### src/rtl/pc_pkg.sv
// Shared op-code definitions for the program-counter sequencer.
package pc_pkg;

  localparam int unsigned PC_OP_W = 3;

  localparam logic [PC_OP_W-1:0] PC_HOLD   = 3'd0;
  localparam logic [PC_OP_W-1:0] PC_INC    = 3'd1;
  localparam logic [PC_OP_W-1:0] PC_JMP    = 3'd2;
  localparam logic [PC_OP_W-1:0] PC_BR_REL = 3'd3;
  localparam logic [PC_OP_W-1:0] PC_CALL   = 3'd4;
  localparam logic [PC_OP_W-1:0] PC_RET    = 3'd5;

endpackage

### src/rtl/pc_return_stack.sv
// LIFO return-address stack with occupancy pointer.
// Ports: clk, rst (sync active-high), push/pop requests, din (pushed value),
//        dout (current top of stack), sp (occupancy 0..DEPTH), full, empty.
// A push while full and a pop while empty are ignored.
module pc_return_stack #(
  parameter int unsigned WIDTH = 16,
  parameter int unsigned DEPTH = 4
) (
  input  logic                       clk,
  input  logic                       rst,
  input  logic                       push,
  input  logic                       pop,
  input  logic [WIDTH-1:0]           din,
  output logic [WIDTH-1:0]           dout,
  output logic [$clog2(DEPTH):0]     sp,
  output logic                       full,
  output logic                       empty
);

  localparam int unsigned PTR_W = $clog2(DEPTH);
  localparam int unsigned SP_W  = PTR_W + 1;

  logic [WIDTH-1:0] mem [DEPTH];
  logic [PTR_W-1:0] top_idx;

  assign full    = (sp == SP_W'(DEPTH));
  assign empty   = (sp == '0);
  assign top_idx = PTR_W'(sp - SP_W'(1));
  assign dout    = mem[top_idx];

  // Occupancy pointer
  always_ff @(posedge clk) begin
    if (rst) begin
      sp <= '0;
    end else if (push && !full) begin
      sp <= sp + SP_W'(1);
    end else if (pop && !empty) begin
      sp <= sp - SP_W'(1);
    end
  end

  // Storage is never cleared; only the pointer defines validity
  always_ff @(posedge clk) begin
    if (!rst && push && !full) begin
      mem[sp[PTR_W-1:0]] <= din;
    end
  end

endmodule

### src/rtl/pc_sequencer.sv
// Program-counter unit: increment, jump, relative branch, call/return.
// Ports: clk, rst (sync active-high), pc_enable (apply op), op, cond (branch
//        condition), bus (target/offset); out (PC), sp (stack occupancy),
//        stack_full/stack_empty (from sp), overflow/underflow (sticky errors).
module pc_sequencer
  import pc_pkg::*;
#(
  parameter int unsigned       WIDTH        = 16,
  parameter int unsigned       STACK_DEPTH  = 4,
  parameter logic [WIDTH-1:0]  RESET_VECTOR = '0
) (
  input  logic                          clk,
  input  logic                          rst,
  input  logic                          pc_enable,
  input  logic [PC_OP_W-1:0]            op,
  input  logic                          cond,
  input  logic [WIDTH-1:0]              bus,
  output logic [WIDTH-1:0]              out,
  output logic [$clog2(STACK_DEPTH):0]  sp,
  output logic                          stack_full,
  output logic                          stack_empty,
  output logic                          overflow,
  output logic                          underflow
);

  logic [WIDTH-1:0] pc_next;
  logic [WIDTH-1:0] pc_inc;
  logic [WIDTH-1:0] stack_top;
  logic             push;
  logic             pop;
  logic             ovf_set;
  logic             unf_set;

  assign pc_inc = out + WIDTH'(1);

  pc_return_stack #(
    .WIDTH (WIDTH),
    .DEPTH (STACK_DEPTH)
  ) u_stack (
    .clk   (clk),
    .rst   (rst),
    .push  (push),
    .pop   (pop),
    .din   (pc_inc),
    .dout  (stack_top),
    .sp    (sp),
    .full  (stack_full),
    .empty (stack_empty)
  );

  // Next-PC selection; everything is gated by pc_enable so X on op/bus is inert
  always_comb begin
    pc_next = out;
    push    = 1'b0;
    pop     = 1'b0;
    ovf_set = 1'b0;
    unf_set = 1'b0;
    if (pc_enable) begin
      case (op)
        PC_HOLD:   pc_next = out;
        PC_INC:    pc_next = pc_inc;
        PC_JMP:    pc_next = bus;
        PC_BR_REL: pc_next = cond ? (out + bus) : pc_inc;
        PC_CALL: begin
          pc_next = bus;
          push    = 1'b1;
          ovf_set = stack_full;
        end
        PC_RET: begin
          if (stack_empty) begin
            pc_next = pc_inc;
            unf_set = 1'b1;
          end else begin
            pc_next = stack_top;
            pop     = 1'b1;
          end
        end
        default:   pc_next = pc_inc;
      endcase
    end
  end

  // PC register and sticky error flags
  always_ff @(posedge clk) begin
    if (rst) begin
      out       <= RESET_VECTOR;
      overflow  <= 1'b0;
      underflow <= 1'b0;
    end else begin
      out       <= pc_next;
      overflow  <= overflow | ovf_set;
      underflow <= underflow | unf_set;
    end
  end

endmodule

### config.mk
export PLATFORM = sky130hd
export DESIGN_NAME = pc_sequencer
export DESIGN_NICKNAME = d
export VERILOG_FILES = /design/src/rtl/pc_pkg.sv /design/src/rtl/pc_return_stack.sv /design/src/rtl/pc_sequencer.sv
export SDC_FILE = /design/constraint.sdc
export NUM_CORES = 1
export LEC_CHECK = 0
export ABC_AREA = 1
export BUFFER_PORTS_ARGS = -buffer_cell sky130_fd_sc_hd__buf_4
export CORE_MARGIN = 2
export CORE_UTILIZATION = 30
export CTS_CLUSTER_SIZE = 20
export DETAILED_ROUTE_END_ITERATION = 7
export PLACE_DENSITY_LB_ADDON = 0.12
export RECOVER_POWER = 50
export SLEW_MARGIN = 30
export SYNTH_ARGS = -nofsm -noshare
export SYNTH_HDL_FRONTEND = slang
export SYNTH_SLANG_ARGS = --single-unit
### constraint.sdc
create_clock -name clk -period 6.6 [get_ports clk]
set_clock_uncertainty 0.15 [all_clocks]
set_input_delay 1.32 -clock clk [delete_from_list [all_inputs] [get_ports clk]]
set_output_delay 1.32 -clock clk [all_outputs]
set_load 0.05 [all_outputs]
==> flow_results.xml <==
<?xml version="1.0" encoding="UTF-8"?>
<metrics>
  <group name="logic_synthesis">
    <metric name="synth.largest_area_cell" unit="">edfxtp_1</metric>
    <metric name="postSynth.asyncResetShare" unit="">0</metric>
    <metric name="gate_count_of_the_mapped_netlist" unit="">676</metric>
    <metric name="synth_edf_count" unit="">64</metric>
    <metric name="mappedNetlistNets" unit="">721</metric>
    <metric name="syn-mean-instance-area" unit="sq um">7.67</metric>
    <metric name="synth_top_flop_cell" unit="">edfxtp_1</metric>
    <metric name="synth.lib_cells_used.distinct" unit="">35</metric>
    <metric name="synth_sequential_area_ratio" unit="">0.452</metric>
    <metric name="syn-cell-area" unit="sq mm">0.00518</metric>
    <metric name="synth_top_area_frac" unit="">0.371</metric>
    <metric name="netlist_top_cells_count" unit="">nand2_1 (216), inv_1 (98), nand3_1 (79)</metric>
    <metric name="synth_seq_cells" unit="">85</metric>
    <metric name="post-synth-top-count-cell" unit="">nand2_1</metric>
    <metric name="synth_top_cells_by_area" unit="">edfxtp_1 (37%), nand2_1 (16%), dfxtp_1 (8.1%)</metric>
    <metric name="yosys_warnings" unit="">0</metric>
  </group>
  <group name="routing">
    <metric name="remaining_routing_drc_violations" unit="">0</metric>
    <metric name="final_antenna_net_count" unit="">0</metric>
    <metric name="vias_per_cell" unit="">4.61</metric>
    <metric name="detail_route.first_pass.iterations" unit="">4</metric>
    <metric name="post_drt_wl_per_cell" unit="microns">15.0</metric>
    <metric name="detail_route.iter0.violations" unit="">198</metric>
    <metric name="vias" unit="">4384</metric>
    <metric name="detail_route.wirelength" unit="microns">14200</metric>
  </group>
  <group name="global_route">
    <metric name="grt_remaining_overflow" unit="">0</metric>
    <metric name="antenna_found_initial" unit="">0</metric>
    <metric name="gr-usage-met1" unit="">0.227</metric>
    <metric name="grt_most_used_layer" unit="">met2</metric>
    <metric name="grt_first_pass_wirelength" unit="microns">23000</metric>
    <metric name="track_usage" unit="">0.165</metric>
    <metric name="maximum_number_of_pins_on_one_net_before_global_route_repair" unit="">38</metric>
    <metric name="number_of_global_route_vias_before_repair" unit="">4215</metric>
    <metric name="use_met3" unit="">0.0176</metric>
    <metric name="global_route.usage.met2" unit="">0.276</metric>
  </group>
  <group name="final_layout">
    <metric name="final.fill_count" unit="">1845</metric>
    <metric name="drive_above_1_share" unit="">0.0883</metric>
    <metric name="final_core_utilization" unit="">0.350</metric>
    <metric name="n_antenna_cell" unit="">0</metric>
    <metric name="syn2layout_area_growth" unit="%">15.5</metric>
    <metric name="layout.nets" unit="">765</metric>
  </group>
  <group name="power_and_ir_drop">
    <metric name="intPower" unit="mW">1.07</metric>
    <metric name="p_sw" unit="mW">0.393</metric>
    <metric name="worst_ir_drop_vdd" unit="mV">0.146</metric>
    <metric name="total_power" unit="mW">1.46</metric>
    <metric name="switching_share" unit="">0.269</metric>
    <metric name="power_frac_clock" unit="">0.417</metric>
    <metric name="comb_power_share" unit="">0.167</metric>
    <metric name="cellLeakagePower" unit="nW">2.71</metric>
    <metric name="p_per_area" unit="mW/mm^2">244</metric>
    <metric name="p_seq_frac" unit="">0.415</metric>
  </group>
  <group name="sta">
    <metric name="setup_viol_count_final" unit="">0</metric>
    <metric name="worstMarginPinSlew" unit="ps">1670</metric>
    <metric name="finalSetupTns" unit="ps">0</metric>
    <metric name="report.final.hold_viol_count" unit="">0</metric>
    <metric name="max_clock_freq" unit="MHz">262</metric>
    <metric name="timing_max_transition_violations_final" unit="">19</metric>
    <metric name="worst_slew_margin_rel" unit="">-0.117</metric>
    <metric name="post-route-period-util" unit="">0.578</metric>
    <metric name="timing.final.crit_period" unit="ps">3820</metric>
    <metric name="rsz_0062_raised_after_global_routing" unit="">false</metric>
  </group>
  <group name="worst_setup_path">
    <metric name="cp_top_family" unit="">buffers and inverters</metric>
    <metric name="slowest_delay" unit="ps">820</metric>
    <metric name="cp.required" unit="ps">5130</metric>
    <metric name="cp_data_arrival_time" unit="ps">2350</metric>
    <metric name="crit_chain" unit="">inv_1 -&gt; ha_1 -&gt; inv_2 -&gt; nor2_1 -&gt; buf_4</metric>
    <metric name="critical_path.reg2reg.startpoint" unit="">u_stack.sp[0]</metric>
    <metric name="critPathKind" unit="">reg -&gt; out</metric>
    <metric name="cp-end-kind" unit="">primary output</metric>
    <metric name="worst_setup_path_start_kind" unit="">flip-flop</metric>
    <metric name="critical_path.max_fanout" unit="">35</metric>
    <metric name="crit_start" unit="">u_stack.sp[0]</metric>
    <metric name="cp.buffers_inverters" unit="">3</metric>
    <metric name="worst_path_max_delay_cell" unit="">inv_1</metric>
  </group>
  <group name="place">
    <metric name="gp_congestion" unit="">0.821</metric>
    <metric name="io_buffers" unit="">45</metric>
    <metric name="hpwlAfterDp" unit="microns">10500</metric>
  </group>
  <group name="clock_tree">
    <metric name="clock_insertion_delay_worst_skew" unit="ps">340</metric>
    <metric name="cts_resized" unit="">0</metric>
    <metric name="tritoncts" unit="">done</metric>
    <metric name="clock_path_buffers" unit="">2</metric>
    <metric name="ctsHoldBuffers" unit="">0</metric>
    <metric name="worst_setup_hold_path_clk_slew" unit="ps">60</metric>
    <metric name="inserted_clock_buffers" unit="">9</metric>
    <metric name="total_number_of_clock_tree_sinks" unit="">85</metric>
    <metric name="clockRootBuffer" unit="">clkbuf_16</metric>
    <metric name="post-cts-setup-buffers" unit="">0</metric>
    <metric name="h_tree_levels" unit="">3</metric>
  </group>
  <group name="outcome">
    <metric name="violations" unit="">max-capacitance violations, max-slew violations</metric>
    <metric name="status" unit="">finished with violations</metric>
  </group>
  <group name="die">
    <metric name="core_region_area" unit="sq mm">0.0171</metric>
    <metric name="die_h" unit="microns">135</metric>
    <metric name="num_rows" unit="">48</metric>
    <metric name="die-area" unit="sq mm">0.0184</metric>
    <metric name="top_level_ports" unit="">46</metric>
    <metric name="initial_core_util" unit="">0.303</metric>
    <metric name="die-width" unit="microns">135</metric>
  </group>
  <group name="hold_path">
    <metric name="holdCritPathClass" unit="">reg -&gt; reg</metric>
    <metric name="hold_path.startpoint" unit="">overflow</metric>
  </group>
  <group name="run">
    <metric name="drv.max_cap_violation_count" unit="">1</metric>
  </group>
</metrics>
==> worst min-delay path, cell delays in order, from the launching register on <==
cell,delay [ps]
dfxtp_1,310
inv_1,40
a21oi_1,50
==> area by class of cell <==
type	instances	area, sq um	area share
well taps	225	282	0.0470
repair buffers	50	308	0.0514
inverters	111	417	0.0696
flip-flops and latches	85	2340	0.391
clock inverters	7	138	0.0230
multi-input cells	463	2280	0.380
clock buffers	9	225	0.0376
==> power groups by stage <==
stage	Clock, mW	Sequential, mW	Combinational [mW]
2_1_floorplan	0	0.644	0.153
4_1_cts	0.628	0.608	0.257
3_5_place_dp	0	0.620	0.256
6_report	0.611	0.608	0.245
3_3_place_gp	0	0.620	0.254
5_1_grt	0.649	0.609	0.277
==> final timing paths <==
path,end,slack (ps),cells past startpoint
worst min register to register,overflow,300,2
worst max register to register,out[5],2850,9
worst max-delay path,stack_empty,2780,5
worst min-delay path,overflow,300,2
==> metrics by stage <==
step	setup WS (ps)	cells	hold slack, ps	area [sq um]
floorplan	3450	676	491	5180
global placement	3450	934	290	5740
detailed placement	3440	934	291	5740
CTS	3180	950	301	6110
global route	2500	950	329	5990
finish	2780	950	296	5990
==> cells in the final DEF (no fill, tap or decap), types with 8 or more instances in the layout <==
cell type	instances
nand2_1	216
inv_1	102
nand3_1	80
edfxtp_1	64
nor2_1	38
a21oi_1	36
buf_4	32
ha_1	21
dfxtp_1	21
clkbuf_1	18
o21ai_0	12
xor2_1	10
clkbuf_16	9
inv_2	8
o21ai_1	8
==> layer usage <==
metal,share of wire,up-vias
met5,0,-
li1,-,2272
met1,0.48,2034
met2,0.48,64
met3,0.028,14
met4,0.011,0
==> cell families after synthesis <==
group	Yosys count	share of synthesized area
xor+xnor	12	0.0203
compound gates	69	0.0707
flops	85	0.452
buf+inv	128	0.0992
simple gates	360	0.304
fa+ha+maj	22	0.0545
==> sequential cells by signal, indices dropped and copies added, names as in the netlist <==
| register | flops |
|---|---|
| underflow | 1 |
| u_stack.mem | 64 |
| out | 16 |
| u_stack.sp | 3 |
| overflow | 1 |
No activity file was read; power rests on OpenSTA's default activity.
